## src/rtl/zero_pad_framer_pkg.sv

```systemverilog
// Shared convolver definitions: default kernel/beat sizes, padding and counter sizing helpers.
package zero_pad_framer_pkg;

    localparam int unsigned DEF_KERNEL_WIDTH = 3;
    localparam int unsigned DEF_DATA_WIDTH   = 32;

    typedef enum logic {
        ST_IDLE   = 1'b0,
        ST_ACTIVE = 1'b1
    } framer_state_t;

    // Border thickness on each side for a square kernel of side k.
    function automatic int unsigned pad_of(input int unsigned k);
        return (k - 1) / 2;
    endfunction

    // Bits needed to hold a row or column index of the padded frame.
    function automatic int unsigned cnt_width(input int unsigned h, input int unsigned w);
        int unsigned m;
        m = (h > w) ? h : w;
        return (m < 2) ? 1 : $clog2(m);
    endfunction

endpackage

```

## src/rtl/zero_pad_framer_pad_position_counter.sv

```systemverilog
// Row/column position of the next padded output beat, with border and frame-edge flags.
module pad_position_counter #(
    parameter int unsigned IMAGE_HEIGHT = 200,
    parameter int unsigned IMAGE_WIDTH  = 200,
    parameter int unsigned PAD          = 1,
    parameter int unsigned CW           = 8
) (
    input  logic clk,
    input  logic rst,
    input  logic step,
    output logic border_c,
    output logic first_c,
    output logic last_c,
    output logic last_interior_c
);

    localparam logic [CW-1:0] R_LAST     = CW'(IMAGE_HEIGHT - 1);
    localparam logic [CW-1:0] C_LAST     = CW'(IMAGE_WIDTH - 1);
    localparam logic [CW-1:0] R_LO       = CW'(PAD);
    localparam logic [CW-1:0] C_LO       = CW'(PAD);
    localparam logic [CW-1:0] R_HI       = CW'(IMAGE_HEIGHT - PAD);
    localparam logic [CW-1:0] C_HI       = CW'(IMAGE_WIDTH - PAD);
    localparam logic [CW-1:0] R_LAST_INT = CW'(IMAGE_HEIGHT - PAD - 1);
    localparam logic [CW-1:0] C_LAST_INT = CW'(IMAGE_WIDTH - PAD - 1);

    logic [CW-1:0] r;
    logic [CW-1:0] c;

    // Raster advance: column first, row on column wrap, both wrap at frame end.
    always_ff @(posedge clk or posedge rst) begin
        if (rst) begin
            r <= '0;
            c <= '0;
        end else if (step) begin
            if (c == C_LAST) begin
                c <= '0;
                r <= (r == R_LAST) ? '0 : r + CW'(1);
            end else begin
                c <= c + CW'(1);
            end
        end
    end

    // Position classification for the beat about to be generated.
    always_comb begin
        border_c        = (r < R_LO) || (r >= R_HI) || (c < C_LO) || (c >= C_HI);
        first_c         = (r == '0) && (c == '0);
        last_c          = (r == R_LAST) && (c == C_LAST);
        last_interior_c = (r == R_LAST_INT) && (c == C_LAST_INT);
    end

endmodule

```

## src/rtl/zero_pad_framer.sv

```systemverilog
// Wraps an unpadded raster stream with a zero border of (KERNEL_WIDTH-1)/2 pixels per side.
module zero_pad_framer
    import zero_pad_framer_pkg::*;
#(
    parameter int unsigned IMAGE_HEIGHT = 200,
    parameter int unsigned IMAGE_WIDTH  = 200,
    parameter int unsigned KERNEL_WIDTH = DEF_KERNEL_WIDTH,
    parameter int unsigned DATA_WIDTH   = DEF_DATA_WIDTH
) (
    input  logic                  axi_clk,
    input  logic                  axi_reset,
    input  logic                  s_axis_valid,
    output logic                  s_axis_ready,
    input  logic                  s_axis_last,
    input  logic [DATA_WIDTH-1:0] s_axis_data,
    output logic                  m_axis_valid,
    input  logic                  m_axis_ready,
    output logic                  m_axis_last,
    output logic                  m_axis_user,
    output logic [DATA_WIDTH-1:0] m_axis_data,
    output logic                  o_frame_err
);

    localparam int unsigned PAD = pad_of(KERNEL_WIDTH);
    localparam int unsigned CW  = cnt_width(IMAGE_HEIGHT, IMAGE_WIDTH);

    framer_state_t state;
    logic          last_loaded;
    logic          border;
    logic          first_pos;
    logic          last_pos;
    logic          last_interior;
    logic          out_free;
    logic          gen_en;
    logic          load;
    logic          consume;

    pad_position_counter #(
        .IMAGE_HEIGHT (IMAGE_HEIGHT),
        .IMAGE_WIDTH  (IMAGE_WIDTH),
        .PAD          (PAD),
        .CW           (CW)
    ) u_pos (
        .clk             (axi_clk),
        .rst             (axi_reset),
        .step            (load),
        .border_c        (border),
        .first_c         (first_pos),
        .last_c          (last_pos),
        .last_interior_c (last_interior)
    );

    // Load/consume decisions; generation stops once the final beat is queued until it drains.
    always_comb begin
        out_free     = !m_axis_valid || m_axis_ready;
        gen_en       = (state == ST_ACTIVE) && !last_loaded;
        s_axis_ready = gen_en && !border && out_free;
        load         = gen_en && out_free && (border || s_axis_valid);
        consume      = load && !border;
    end

    // Frame FSM, output register and tlast-alignment check.
    always_ff @(posedge axi_clk or posedge axi_reset) begin
        if (axi_reset) begin
            state        <= ST_IDLE;
            last_loaded  <= 1'b0;
            m_axis_valid <= 1'b0;
            m_axis_data  <= '0;
            m_axis_last  <= 1'b0;
            m_axis_user  <= 1'b0;
            o_frame_err  <= 1'b0;
        end else begin
            o_frame_err <= consume && (s_axis_last != last_interior);

            case (state)
                ST_IDLE: begin
                    if (s_axis_valid) begin
                        state <= ST_ACTIVE;
                    end
                end
                ST_ACTIVE: begin
                    if (m_axis_valid && m_axis_ready && m_axis_last) begin
                        state       <= ST_IDLE;
                        last_loaded <= 1'b0;
                    end
                end
                default: state <= ST_IDLE;
            endcase

            if (load) begin
                m_axis_valid <= 1'b1;
                m_axis_data  <= border ? '0 : s_axis_data;
                m_axis_last  <= last_pos;
                m_axis_user  <= first_pos;
                if (last_pos) begin
                    last_loaded <= 1'b1;
                end
            end else if (m_axis_ready) begin
                m_axis_valid <= 1'b0;
            end
        end
    end

endmodule

```

## config.mk

```make
export PLATFORM = sky130hd
export DESIGN_NAME = zero_pad_framer
export DESIGN_NICKNAME = d
export VERILOG_FILES = /design/src/rtl/zero_pad_framer_pkg.sv /design/src/rtl/zero_pad_framer_pad_position_counter.sv /design/src/rtl/zero_pad_framer.sv
export SDC_FILE = /design/constraint.sdc
export NUM_CORES = 1
export LEC_CHECK = 0
export ABC_AREA = 0
export CORE_UTILIZATION = 47
export CTS_BUF_LIST = sky130_fd_sc_hd__clkbuf_16
export DETAILED_ROUTE_END_ITERATION = 6
export PLACE_DENSITY_LB_ADDON = 0.25
export SLEW_MARGIN = 20
export SYNTH_ARGS = -nofsm -noshare
export SYNTH_HDL_FRONTEND = slang
export SYNTH_SLANG_ARGS = --single-unit
```

## constraint.sdc

```tcl
create_clock -name axi_clk -period 3.27 [get_ports axi_clk]
set_clock_uncertainty 0.15 [all_clocks]
set_input_delay 0.654 -clock axi_clk [delete_from_list [all_inputs] [get_ports axi_clk]]
set_output_delay 0.654 -clock axi_clk [all_outputs]
set_load 0.01 [all_outputs]
```

Word level (Yosys, flattened, before mapping). Cells that the tools add are included.

Register bits after elaboration: 54. Input port bits: 37. Output and inout port bits: 37. Logic and storage cells: 57.

$add $sub $neg: 2. Order comparisons: 4. Eq/ne operators: 5. Multiplexer cells: 12. Bitwise gates (word level): 1. Reductions and logical operators: 24.

Operator list (count): $eq 8x8->1 const B (4); $mux 32 (1); $add 8x1->8 const B (2); $ge 8x8->1 const B (2); $logic_not 8->1 (2); $lt 8x1->1 const B (2); $mux 8 (2); $logic_and 1x1->1 (12); $mux 1 (8); $logic_or 1x1->1 (5); $logic_not 1->1 (3); $pmux 1 s2 (1); $reduce_and 2->1 (1); $reduce_bool 2->1 (1); $ne 1x1->1 (1); $not 1->1 (1).

Longest topological paths before layout.
Depth in word-level cells: 8. Mapped depth: 9. Depth with buffers taken out: 7.

Cells and area by module. A second synthesis with hierarchy kept.

Cells, all modules: 226. Area total of the unflattened synthesis: 2806.4 um2.

Modules (own cells, without submodules): zero_pad_framer (times used 1, cells each 123, area an instance 1815.5 um2, seq. area each 950.9 um2); pad_position_counter (times used 1, cells each 103, area an instance 991.0 um2, seq. area each 400.4 um2).

Worst setup path after synthesis. Ideal clock, no wire load.

Path kind: register -> output. Start: reg u_pos.c[0]. End: out s_axis_ready. Arrival time: 1.535 ns. Data required time: 2.466 ns. Setup slack: 0.931 ns. Cell stages (with the launch flop): 5. Buffers on the path: 0. Cell sequence: dfrtp_1 ha_1 a2111o_1 a211oi_1 and2_1.

Longest elaborated chain between the ends: 6. Elaborated cells on any way between the ends: 7. Classes of those cells: order compare: 2; reduce/logical: 5.

Ends and longest elaborated chain: start, declared (RTL line zero_pad_framer_pad_position_counter.sv:27) `logic [CW-1:0] c;`; start signal, assigned (RTL line zero_pad_framer_pad_position_counter.sv:39) `c <= c + CW'(1);`; $lt 8x1->1 (RTL line zero_pad_framer_pad_position_counter.sv:46) `border_c = (r < R_LO) || (r >= R_HI) || (c < C_LO) || (c >= C_HI);`; $logic_or 1x1->1 (RTL line zero_pad_framer_pad_position_counter.sv:46); $logic_or 1x1->1 * (RTL line zero_pad_framer_pad_position_counter.sv:46); $logic_not 1->1 * (RTL line zero_pad_framer.sv:57) `s_axis_ready = gen_en && !border && out_free;`; $logic_and 1x1->1 * (2 in series) (RTL line zero_pad_framer.sv:57); end, declared (RTL line zero_pad_framer.sv:13) `output logic s_axis_ready,`.

Mark *: on every way between the ends. The rest lies on a longest branch, timed or not.

Worst setup path after layout. Ends and elaborated chain as after synthesis.

==> results_dict.tcl <==
set metrics [dict create \
    status "finished, final reports clean" \
    fin_nets 325 \
    worstPathRequired_ns 2.47 \
    setup_viol 0 \
    yosys.area.top_type_share_pct 54.2 \
    viasPerCell 5.50 \
    holdPathStages 1 \
    ys_warn_count 0 \
    clk_pin_slew_worst_paths_ns 0.08 \
    dpl.hpwl_um 3980 \
    vdd_drop_max_uv 467 \
    drive_gt1_share_pct 7.42 \
    antenna_found_initial 0 \
    yosys.cell_count.top_type "dfrtp_1" \
    synth_enable_flop_cells 0 \
    crit_path_max_incr_delay_ns 0.53 \
    endpoint_kind "primary output" \
    grtUsageTotal_pct 21.0 \
    worstSetupPathType "reg -> out" \
    rows 26 \
    root_buffer "clkbuf_16" \
    clk_latency_ns 0.30 \
    synth_nets 251 \
    cpMaxStageDelayCell "clkdlybuf4s50_1" \
    ios 74 \
    p_leak_nw 1.44 \
    period_share_pct 97.1 \
    htreeDepth 2 \
    ys_ff_latch 54 \
    max_slew_margin_pct 57.0 \
    wl_per_cell_um 15.9 \
    ctsHoldBuffers 0 \
    cts_setup_buffers 0 \
    cap_violations 0 \
    vias 1943 \
    rsz0062_at_grt "no" \
    fin_cells 353 \
    yosysTopAreaCell "dfrtp_1" \
    antenna_left 0 \
    hold_viol 0 \
    grt-ovfl-total 0 \
    dr.pass1.iters 4 \
    fmax_mhz 315 \
    cts_buffers 5 \
    path_max_fanout 5 \
    gp_congestion 0.909 \
    synth_common_cells "dfrtp_1 (54), a22o_1 (33), nand2_1 (15)" \
    min_path_type "reg -> reg" \
    slew_violations 0 \
    syn_to_final_growth_pct 36.6 \
    period_minus_slack_ns 3.18 \
    drt_wl_total_um 5630 \
    ys_async_sr_fraction_pct 100 \
    finalPower_mw 2.27 \
    die_w_um 74.9 \
    ys_types 43 \
    initial_core_util_pct 48.8 \
    syn_area_per_cell_um2 12.0 \
    cts_tree "yes" \
    worst-slew-pin-transition_ns 0.643 \
    first_iter_violations 96 \
    synth.top_cells.by_area "dfrtp_1 (54%), a22o_1 (12%), ha_1 (3.0%)" \
    final_cell_area_um2 3410 \
    setup-tns-final_ns 0 \
    grt_max_degree 37 \
    cts_buffer_depth 2 \
    ff2ff_path_depth 6 \
    synth_area_um2 2490 \
    grt_pass1_vias 1801 \
    die_area_um2 5600 \
    core_um2 5110 \
    drc_errors 0 \
    dp_cells 345 \
    synth-main-ff-cell "dfrtp_1" \
    ys_seq_area_share_pct 54.2 \
    netlist_instances 208 \
    timing.critical_path.cells "ha_1, a2111o_1, a211oi_2, and2_1, clkdlybuf4s50_1" \
    critPathLaunchType "register" \
    crit_arrival_ns 2.37 \
    detailed_place.area_um2 3250 \
    cts.sinks 54 \
    dieHeight_um 74.9 \
    power.density_nw_per_um2 665 \
    grt_pass1_wl_um 8800 \
    insertedDiodeCount 0 \
    port_buffers 73 \
]
## final cells by class
type | instances | area (um2)
Clock buffer | 5 | 125
Clock inverter | 3 | 26.3
Fill cell | 406 | 1700
Inverter | 6 | 22.5
Multi-Input combinational cell | 138 | 1020
Sequential cell | 54 | 1350
Tap cell | 70 | 87.6
Timing Repair Buffer | 77 | 773
## where the power goes
part / leakage [nW] / switching (mW) / total, mW / internal (mW)
logic: 0.680 / 0.328 / 0.767 / 0.439
clock network: 0.0748 / 0.251 / 0.542 / 0.291
registers: 0.681 / 0.125 / 0.958 / 0.833
## path summary, 6_finish.rpt
check | slack (ns) | start | endpoint
min reg2reg | 0.36 | m_axis_data[13]$_DFFE_PP0P_ | m_axis_data[13]$_DFFE_PP0P_
max in group asynchronous | 1.78 | axi_reset | u_pos.c[1]$_DFFE_PP0P_
min | 0.36 | m_axis_data[13]$_DFFE_PP0P_ | m_axis_data[13]$_DFFE_PP0P_
max | 0.09 | u_pos.c[0]$_DFFE_PP0P_ | s_axis_ready
max reg2reg | 0.69 | u_pos.c[0]$_DFFE_PP0P_ | u_pos.c[1]$_DFFE_PP0P_
min in group asynchronous | 0.62 | axi_reset | m_axis_data[2]$_DFFE_PP0P_
## critical path: cells and delay by family, from the launching register on
kind	cells	cell delay (ns)
compound gates	2	0.71
buf+inv	1	0.53
flops	1	0.42
fa+ha+maj	1	0.25
simple gates	1	0.16
## registers in the layout (all words and copies together) (netlist names)
register,flops
last_loaded,1
state,1
u_pos.c,8
m_axis_user,1
u_pos.r,8
m_axis_last,1
o_frame_err,1
m_axis_valid,1
m_axis_data,32
## what timing repair did
action                                  in CTS  in global routing
hold endpoints to repair                     0                  0
endpoints found under the setup margin       0                  1
gates resized for setup                      0                  1
## cells by family (layout without fill, tap and decap cells)
family | Yosys count | after routing | share of synthesized area [%]
mux | 2 | 2 | 0.903
compound gates | 61 | 61 | 19.7
flops | 54 | 54 | 54.2
buf+inv | 16 | 91 | 5.11
fa+ha+maj | 6 | 6 | 3.01
xor+xnor | 6 | 6 | 2.11
simple gates | 63 | 63 | 15.0
## cell usage in the layout (no fill, tap or decap), drive strengths merged, types with 2 or more instances in the layout
cell / count
clkdlybuf4s50: 73
dfrtp: 54
a22o: 33
nand2: 16
o21ai: 14
nor2: 10
nand3: 9
inv: 8
ha: 6
nand4: 6
clkbuf: 5
and2: 4
nor3: 4
buf: 4
or3: 3
o41ai: 3
and3: 3
o31ai: 3
xnor2: 3
xor2: 3
and4: 2
mux2: 2
## per-stage QoR
step                      utilization (%)  hold WS (ns)  setup slack, ns
after floorplan                         -         0.321            0.931
after global placement               63.6         0.337            0.203
after detailed placement             63.6         0.341            0.183
after CTS                            66.6         0.360           0.0370
after global routing                 66.7         0.367           0.0194
final                                66.7         0.356           0.0949
## per-layer routing
layer | vias to the layer above | GRT usage [%] | part of all wire, %
li1 | 926 | - | -
met1 | 948 | 28.7 | 44
met2 | 64 | 34.8 | 50
met3 | 5 | 2.95 | 4.9
met4 | 0 | 6.29 | 1.1
met5 | - | 0 | 0
No activity file was read; power rests on OpenSTA's default activity.
